## src/rtl/u_pin_verify.sv

```systemverilog
// PIN verification front-end: samples the card lookup on insertion, collects PIN entries,
// tracks remaining tries and keeps a per-card lock table that only reset clears.
module u_pin_verify #(
    parameter int CIS        = 4,
    parameter int DBD        = 16,
    parameter int Pass_width = 16,
    parameter int MAX_TRIES  = 3,
    parameter int TRY_W      = 2,
    parameter int TIMEOUT    = 255
) (
    input  logic                  clk,
    input  logic                  rst_n,
    input  logic                  card_inserted,
    input  logic                  card_found_flag,
    input  logic [CIS-1:0]        card_index,
    input  logic [Pass_width-1:0] card_pass,
    input  logic                  pin_valid,
    input  logic [Pass_width-1:0] pin_in,
    input  logic                  session_end,
    output logic                  pin_ok,
    output logic                  pin_wrong,
    output logic                  card_invalid,
    output logic                  card_locked,
    output logic                  timeout_flag,
    output logic                  card_eject,
    output logic [TRY_W-1:0]      tries_left
);

    localparam int               TMR_W      = $clog2(TIMEOUT + 1);
    localparam logic [TMR_W-1:0] TMR_LAST   = TMR_W'(TIMEOUT - 1);
    localparam logic [TMR_W-1:0] TMR_MAX    = {TMR_W{1'b1}};
    localparam logic [TRY_W-1:0] TRIES_INIT = TRY_W'(MAX_TRIES);
    localparam logic [TRY_W-1:0] TRIES_ONE  = TRY_W'(1);

    typedef enum logic [2:0] {
        ST_IDLE,
        ST_CHECK_CARD,
        ST_WAIT_PIN,
        ST_COMPARE,
        ST_AUTH,
        ST_LOCKED,
        ST_EJECT
    } state_t;

    state_t                r_state;
    state_t                w_nextState;
    logic                  r_insPrev;
    logic [DBD-1:0]        r_lock;
    logic [TMR_W-1:0]      r_timer;
    logic [CIS-1:0]        r_index;
    logic [Pass_width-1:0] r_pass;
    logic [Pass_width-1:0] r_pin;

    logic w_insRise;
    logic w_setInvalid;
    logic w_setTimeout;
    logic w_setWrong;
    logic w_lockSet;
    logic w_loadCard;
    logic w_loadPin;
    logic w_timerClr;
    logic w_triesDec;
    logic w_triesZero;

    assign w_insRise = card_inserted & ~r_insPrev;

    always_ff @(posedge clk or negedge rst_n) begin
        if (!rst_n) begin
            r_state <= ST_IDLE;
        end else begin
            r_state <= w_nextState;
        end
    end

    always_comb begin
        w_nextState  = r_state;
        w_setInvalid = 1'b0;
        w_setTimeout = 1'b0;
        w_setWrong   = 1'b0;
        w_lockSet    = 1'b0;
        w_loadCard   = 1'b0;
        w_loadPin    = 1'b0;
        w_timerClr   = 1'b0;
        w_triesDec   = 1'b0;
        w_triesZero  = 1'b0;
        case (r_state)
            ST_IDLE: begin
                if (w_insRise) w_nextState = ST_CHECK_CARD;
            end
            ST_CHECK_CARD: begin
                if (!card_found_flag) begin
                    w_nextState  = ST_EJECT;
                    w_setInvalid = 1'b1;
                end else if (r_lock[card_index]) begin
                    w_nextState = ST_LOCKED;
                end else begin
                    w_nextState = ST_WAIT_PIN;
                    w_loadCard  = 1'b1;
                    w_timerClr  = 1'b1;
                end
            end
            ST_WAIT_PIN: begin
                if (pin_valid) begin
                    w_nextState = ST_COMPARE;
                    w_loadPin   = 1'b1;
                end else if (r_timer == TMR_LAST) begin
                    w_nextState  = ST_EJECT;
                    w_setTimeout = 1'b1;
                end
            end
            ST_COMPARE: begin
                if (r_pin == r_pass) begin
                    w_nextState = ST_AUTH;
                end else if (tries_left > TRIES_ONE) begin
                    w_nextState = ST_WAIT_PIN;
                    w_triesDec  = 1'b1;
                    w_setWrong  = 1'b1;
                    w_timerClr  = 1'b1;
                end else begin
                    w_nextState = ST_LOCKED;
                    w_triesZero = 1'b1;
                    w_lockSet   = 1'b1;
                end
            end
            ST_AUTH: begin
                if (session_end) w_nextState = ST_EJECT;
            end
            default: begin
                w_nextState = r_state;
            end
        endcase
        // Card removal beats every transition and its pulses, but a lock decision still sticks.
        if (r_state != ST_IDLE && !card_inserted) begin
            w_nextState  = ST_IDLE;
            w_setInvalid = 1'b0;
            w_setTimeout = 1'b0;
            w_setWrong   = 1'b0;
        end
    end

    always_ff @(posedge clk or negedge rst_n) begin
        if (!rst_n) begin
            r_insPrev    <= 1'b0;
            r_lock       <= '0;
            r_timer      <= '0;
            r_index      <= '0;
            r_pass       <= '0;
            r_pin        <= '0;
            tries_left   <= '0;
            pin_ok       <= 1'b0;
            pin_wrong    <= 1'b0;
            card_invalid <= 1'b0;
            card_locked  <= 1'b0;
            timeout_flag <= 1'b0;
            card_eject   <= 1'b0;
        end else begin
            r_insPrev    <= card_inserted;
            pin_ok       <= (w_nextState == ST_AUTH);
            card_locked  <= (w_nextState == ST_LOCKED);
            card_eject   <= (w_nextState == ST_EJECT) && (r_state != ST_EJECT);
            pin_wrong    <= w_setWrong;
            card_invalid <= w_setInvalid;
            timeout_flag <= w_setTimeout;
            if (w_loadCard) begin
                r_index    <= card_index;
                r_pass     <= card_pass;
                tries_left <= TRIES_INIT;
            end else if (w_triesDec) begin
                tries_left <= tries_left - TRIES_ONE;
            end else if (w_triesZero) begin
                tries_left <= '0;
            end
            if (w_loadPin) r_pin <= pin_in;
            if (w_lockSet) r_lock[r_index] <= 1'b1;
            if (w_timerClr) begin
                r_timer <= '0;
            end else if (r_state == ST_WAIT_PIN && r_timer != TMR_MAX) begin
                r_timer <= r_timer + 1'b1;
            end
        end
    end

endmodule
```

## config.mk

```make
export PLATFORM = sky130hd
export DESIGN_NAME = u_pin_verify
export DESIGN_NICKNAME = d
export VERILOG_FILES = /design/src/rtl/u_pin_verify.sv
export SDC_FILE = /design/constraint.sdc
export NUM_CORES = 1
export LEC_CHECK = 0
export CORE_MARGIN = 2
export CORE_UTILIZATION = 51
export CTS_CLUSTER_SIZE = 40
export DETAILED_ROUTE_END_ITERATION = 10
export HOLD_SLACK_MARGIN = 0.1
export PLACE_DENSITY = 0.76
export SYNTH_ARGS = -nofsm -noshare
export SYNTH_HDL_FRONTEND = slang
export SYNTH_SLANG_ARGS = --single-unit
export TNS_END_PERCENT = 10
```

## constraint.sdc

```tcl
create_clock -name clk -period 2.5 [get_ports clk]
set_clock_uncertainty 0.2 [all_clocks]
set_input_delay 0.5 -clock clk [delete_from_list [all_inputs] [get_ports clk]]
set_output_delay 0.5 -clock clk [all_outputs]
set_load 0.005 [all_outputs]
```

==> results by group, run 1 <==
Run status
  – Status: complete, no violations

Final layout
  – Fillers: 495
  – Area of the multi-input gates: 0.00145 sq mm
  – Area growth, synth to finish: 26.2%
  – Share of layout cells above drive strength 1: between 20 and 25%
  – Layout net count: 390
  – N_diodes: 0
  – Register area: 0.00180 sq mm

Yosys
  – Post-synthesis register bit count: between 70 and 80
  – Post-synth EDFFs: 0
  – Synth Warn #: 0
  – Asr flop ratio synth: 100%
  – Most used flip-flop cell after synthesis: dfrtp_1
  – Sequential share of the synthesized area: approximately 53%
  – Post-synth net total: 323
  – Post-synth cell types: 48
  – Mapped cell area: between 0.003 and 0.004 sq mm
  – Synth Area per Inst: 12.2 sq um
  – Synth Instances: 278

Floorplan
  – Die area: 0.00732 sq mm
  – Core Area: 0.00639 sq mm
  – Die Wd: 85.5 um
  – Vert. Die Dim: around 86 um
  – Rows: 29
  – Initial Util: 53.1%
  – Top Ports: 50

Timing
  – Period utilisation layout: 96.2%
  – Normalized max-slew margin: 70.5%
  – RSZ-0062 raised after global routing: no
  – Endpoints failing hold: 0
  – Clock period minus final worst setup slack: about 2400 ps
  – Final Max Slew Viols: 0
  – Fmax achieved: 416 MHz
  – Endpoints failing setup: 0
  – Post-layout worst setup margin: approximately 96 ps
  – Actual slew at the worst max-slew pin: 442 ps

Routing
  – Iteration-0 DRC Markers: 86
  – Antenna Nets Post-Route: 0
  – DRC: 0
  – Wire per inst: 16.0 um
  – Avg Vias per Cell: 5.55
  – Length of the first detailed-routing pass in iterations: 4
  – Post-Route WL: 6810 um
  – Via count: 2369

Place
  – Post-DP HPWL: 4810 um
  – Post-Place Worst Slack: -505 ps
  – Routability cong.: 0.915
  – PortBufs: 49

Critical path
  – Worst Path Arrival: 2440 ps
  – Worst Setup End Kind: flip-flop
  – CP Launch Type: primary input
  – Crit-path max FO: 10
  – CP required: 2530 ps
  – Critical path class: primary input to flip-flop

Clock network
  – TritonCTS Buffers: 9
  – CTS H-tree lvls: 3
  – Max Root-Sink Buffers: 2
  – Clock-pin slew on the worst setup and hold paths: 80 ps
  – Clock sinks: 72
  – Skew-Pair Late Insertion Delay: 350 ps
  – Clock Tree Root: clkbuf_8
  – CTS tree: done

Global route
  – Global route overflow: 0
  – Largest net degree at the start of global routing: between 50 and 60
  – Initial antenna violation count: 0
  – Tot GR Track Use: 20.5%
  – Vias in the first global route: 2426
  – First-pass GRT wire length: 11500 um

Pwr
  – Pwr per Cell Area: roughly 1100 mW/mm^2
  – Design Power: 4570 uW
  – Leak: 0.00191 uW
  – Max VDD drop: 0.000617 V

Flow run
  – Max-cap viol count: 0

Worst hold path
  – Worst min path class: flip-flop to flip-flop
==> routing by layer <==
metal  GRT usage [%]  part of all wire, %
met5               0                    0
met4            10.2                  2.4
met3            3.85                  4.3
met2            31.8                   47
met1            27.7                   46
==> cell usage after synthesis (2+ instances only) <==
| cell type | instances | area, sq um |
|---|---|---|
| mux2i_1 | 3 | 30.0 |
| clkbuf_1 | 4 | 15.0 |
| xor2_1 | 20 | 175 |
| buf_4 | 2 | 15.0 |
| mux2_2 | 23 | 259 |
| nor3b_1 | 3 | 22.5 |
| nand4_1 | 6 | 37.5 |
| dfrtp_1 | 72 | 1800 |
| a211oi_1 | 2 | 15.0 |
| nor2_1 | 15 | 56.3 |
| or3_1 | 2 | 12.5 |
| ha_1 | 3 | 37.5 |
| nand3_1 | 3 | 15.0 |
| buf_6 | 3 | 33.8 |
| o21bai_1 | 13 | 97.6 |
| a21oi_1 | 3 | 15.0 |
| a31o_2 | 5 | 43.8 |
| mux2_1 | 2 | 22.5 |
| mux2_4 | 10 | 150 |
| inv_1 | 15 | 56.3 |
| nor3_1 | 5 | 25.0 |
| o31a_1 | 2 | 17.5 |
| xnor2_1 | 3 | 26.3 |
| o21ai_0 | 9 | 45.0 |
| o32ai_1 | 2 | 17.5 |
| mux4_2 | 2 | 45.0 |
| and3_1 | 2 | 12.5 |
| buf_2 | 2 | 10.0 |
| nor4_1 | 7 | 43.8 |
| nand2_1 | 17 | 63.8 |
==> worst max-delay path, stage by stage <==
cell and delay, ps:
clkdlybuf4s15_1 230, mux4_2 520, o22a_1 230, a21oi_2 180, o21ba_4 200, bufbuf_16 290
mux2_4 290
==> logic make-up (layout without fill, tap and decap cells) <==
family	after synthesis	in the layout	synth area share [%]
compound gates	48	48	10.7
xor+xnor	23	23	5.94
fa+ha+maj	3	3	1.11
buf+inv	27	99	4.43
flops	72	72	53.1
mux	40	40	14.9
simple gates	65	65	9.70
==> where the power goes <==
group	switching, uW	leakage [uW]	total, uW	internal [uW]
registers	377	0.000912	2010	1640
clock network	424	0.000103	937	513
logic	711	0.000891	1620	905
total	1510	0.00191	4570	3060
==> metrics by stage <==
step	hold slack, ps	util (%)	setup TNS (ps)	instance area, sq um	cells
after floorplan	4.41	-	0	3390	278
after CTS	282	66.7	0	4260	425
after detailed placement	261	62.9	-15780	4020	407
after global placement	254	62.9	-14950	4020	407
after global routing	286	67.0	0	4280	427
final	279	67.0	0	4280	427
==> cell usage in the layout, fill, tap and decap left out, types with 9 or more instances in the layout <==
cell              n
o21bai_1         13
clkbuf_8         11
inv_1            15
mux2_4           10
buf_4            15
mux2_2           23
nand2_1          17
o21ai_0           9
clkdlybuf4s50_1  46
xor2_1           20
nor2_1           15
dfrtp_1          72
==> flip-flops by register name (all words and copies together), names as in the netlist <==
register and count:
r_index 4, r_timer 8, tries_left 2, card_eject 1
card_invalid 1, pin_wrong 1, r_lock 16, card_locked 1
r_pass 16, pin_ok 1, r_state 3, r_insPrev 1
r_pin 16, timeout_flag 1
==> final timing paths <==
check	start	end	slack (ps)	cells past startpoint
max	card_index[1]	r_pass[12]$_DFFE_PN0P_	100	7
min	r_lock[5]$_DFFE_PN0P_	r_lock[5]$_DFFE_PN0P_	280	1
max reg2reg	r_lock[14]$_DFFE_PN0P_	r_pass[12]$_DFFE_PN0P_	140	6
min reg2reg	r_lock[5]$_DFFE_PN0P_	r_lock[5]$_DFFE_PN0P_	280	1
max in group asynchronous	rst_n	r_pin[0]$_DFFE_PN0P_	1050	3
min in group asynchronous	rst_n	r_lock[9]$_DFFE_PN0P_	420	2
==> layout make-up <==
cell class	instances	share of cell area, %
flip-flops and latches	72	42.1
multi-input cells	179	33.8
repair buffers	68	15.9
clock buffers	13	3.71
well taps	77	2.25
inverters	15	1.32
clock inverters	3	0.936
==> timing repair <==
| action | CTS | global route |
|---|---|---|
| hold buffers | 1 | 0 |
| resized for setup | 3 | 2 |
| pin swaps | 0 | 1 |
| cloned | 1 | 0 |
| setup endpoints to repair | 31 | 4 |
| setup buffers | 0 | 2 |
| endpoints found under the hold margin | 17 | 0 |
No activity file was read; power rests on OpenSTA's default activity.
==> run 2: changes to the inputs <==
PLACE_DENSITY = 0.78   (was 0.76)
==> results by group, run 2 (synthesis gave the netlist of run 1 again) <==
Run status
  – Status: complete, no violations

Final layout
  – N_diodes: 0
  – Finished Cell Area: 0.00432 sq mm
  – Layout net count: 388
  – Top flop regs: r_lock: 16 flops, r_pass: 16 flops, r_pin: 16 flops
  – Share of layout cells above drive strength 1: between 20 and 25%
  – Most frequent cells in the layout: dfrtp_1, clkdlybuf4s50_1, mux2_2
  – Area growth, synth to finish: 27.3%
  – Commonest non-fill, non-tap cell in the layout: dfrtp_1

Routing
  – Antenna Nets Post-Route: 0
  – Length of the first detailed-routing pass in iterations: 4
  – Iteration-0 DRC Markers: 93
  – Via count: 2333
  – Wire per inst: 15.6 um
  – Avg Vias per Cell: 5.49
  – DRC: 0
  – Post-Route WL: 6610 um

Critical path
  – Worst Path Arrival: 2390 ps
  – Crit-path max FO: 14
  – Worst path cell trace: dlygate4sd2_1, mux4_2, o22a_1, a21oi_2, o21ba_4, buf_12, mux2_2
  – CP required: 2530 ps
  – Worst path max stage delay: 520 ps
  – Worst Setup End Kind: flip-flop
  – CP Launch Type: primary input
  – Slowest cell on the critical path: mux4_2
  – Worst Reg-to-Reg Cells: 6
  – Critical path class: primary input to flip-flop

Clock network
  – CTS tree: done
  – TritonCTS Buffers: 9
  – Clock Tree Root: clkbuf_8
  – CTS H-tree lvls: 3
  – Skew-Pair Late Insertion Delay: roughly 350 ps
  – Max Root-Sink Buffers: 2
  – Clock-pin slew on the worst setup and hold paths: 80 ps
  – Clock sinks: 72

Timing
  – Final Max Slew Viols: 0
  – Endpoints failing hold: 0
  – Period utilisation layout: 94.2%
  – Actual slew at the worst max-slew pin: roughly 430 ps
  – Hold Worst Slack: approximately 280 ps
  – Endpoints failing setup: 0
  – Fmax achieved: 424 MHz
  – RSZ-0062 raised after global routing: no
  – Normalized max-slew margin: 71.2%
  – Clock period minus final worst setup slack: 2360 ps

Place
  – PortBufs: 49
  – Routability cong.: 0.880
  – Post-DP HPWL: 4750 um
  – Cell Area, Placed: 0.00402 sq mm

Floorplan
  – Top Ports: 50
  – Vert. Die Dim: 85.5 um
  – Core Area: 0.00639 sq mm
  – Die Wd: about 86 um
  – Rows: 29
  – Die area: 0.00732 sq mm
  – Initial Util: 53.1%

Global route
  – First-pass GRT wire length: 11300 um
  – Tot GR Track Use: 19.9%
  – Global route overflow: 0
  – Largest net degree at the start of global routing: 56
  – Vias in the first global route: 2382
  – Initial antenna violation count: 0

Pwr
  – Design Power: approximately 4800 uW
  – Leak: 0.00192 uW
  – Max VDD drop: 0.000595 V
  – Pwr per Cell Area: 1110 mW/mm^2

Flow run
  – Max-cap viol count: 0

Worst hold path
  – Worst min path class: flip-flop to flip-flop
  – Hold path cells: 1
[run 2: cell count changes in the layout (fill, tap and decap cells not counted), sizes merged]
cell and change:
clkinv -1, clkdlybuf4s15 -1, clkinvlp +1, bufinv +2, dlymetal6s2s +1, bufbuf -1, buf -1, clkbuf -2
[run 2: report_power, final]
group / switching [uW] / internal [uW]
combinational: 711 / 896
sequential: 375 / 1640
clock: 439 / 716
total: 1520 / 3250
[run 2: critical path, delay by kind of cell]
family | cells | cell delay (ps)
buffers and inverters | 2 | 420
AO/OA/AOI/OAI | 3 | 600
multiplexers | 2 | 860
[run 2: area by class of cell]
| type | count | area, sq um |
|---|---|---|
| multi-input combinational | 179 | 1470 |
| clock inverter | 5 | 103 |
| tap | 77 | 96.3 |
| clock buffer | 11 | 151 |
| timing repair buffer | 66 | 642 |
| sequential | 72 | 1800 |
| inverter | 15 | 56.3 |
| fill | 485 | 2070 |
[run 2: timing repair]
action | CTS | global route
endpoints found under the setup margin | 31 | 34
hold endpoints to repair | 17 | 0
pin swaps | 1 | 0
hold buffers | 1 | 0
setup buffers | 0 | 1
resized for setup | 3 | 4
[run 2: final timing paths]
path / end / start / slack [ps]
setup / recovery: r_pass[2]$_DFFE_PN0P_ / card_index[1] / 140
hold / removal: r_lock[5]$_DFFE_PN0P_ / r_lock[5]$_DFFE_PN0P_ / 280
setup reg to reg: r_lock[5]$_DFFE_PN0P_ / r_pass[15]$_DFFE_PN0P_ / 210
hold reg to reg: r_lock[5]$_DFFE_PN0P_ / r_lock[5]$_DFFE_PN0P_ / 280
max in group asynchronous: tries_left[0]$_DFFE_PN0P_ / rst_n / 1010
min in group asynchronous: r_pass[13]$_DFFE_PN0P_ / rst_n / 450
[run 2: stage by stage]
step,TNS (ps),setup slack (ps),cells,utilization [%]
after floorplan,0,22.3,278,-
after global placement,-14370,-473,407,62.9
after detailed placement,-15310,-494,407,62.9
after CTS,0,17.5,424,67.2
after global routing,0,34.9,425,67.6
final,0,144,425,67.6
[run 2: routing by layer]
layer | wire, um | track usage, %
met5 | 0 | 0
met4 | 123 | 8.66
met3 | 297 | 3.75
met2 | 3150 | 32.0
met1 | 3050 | 26.6
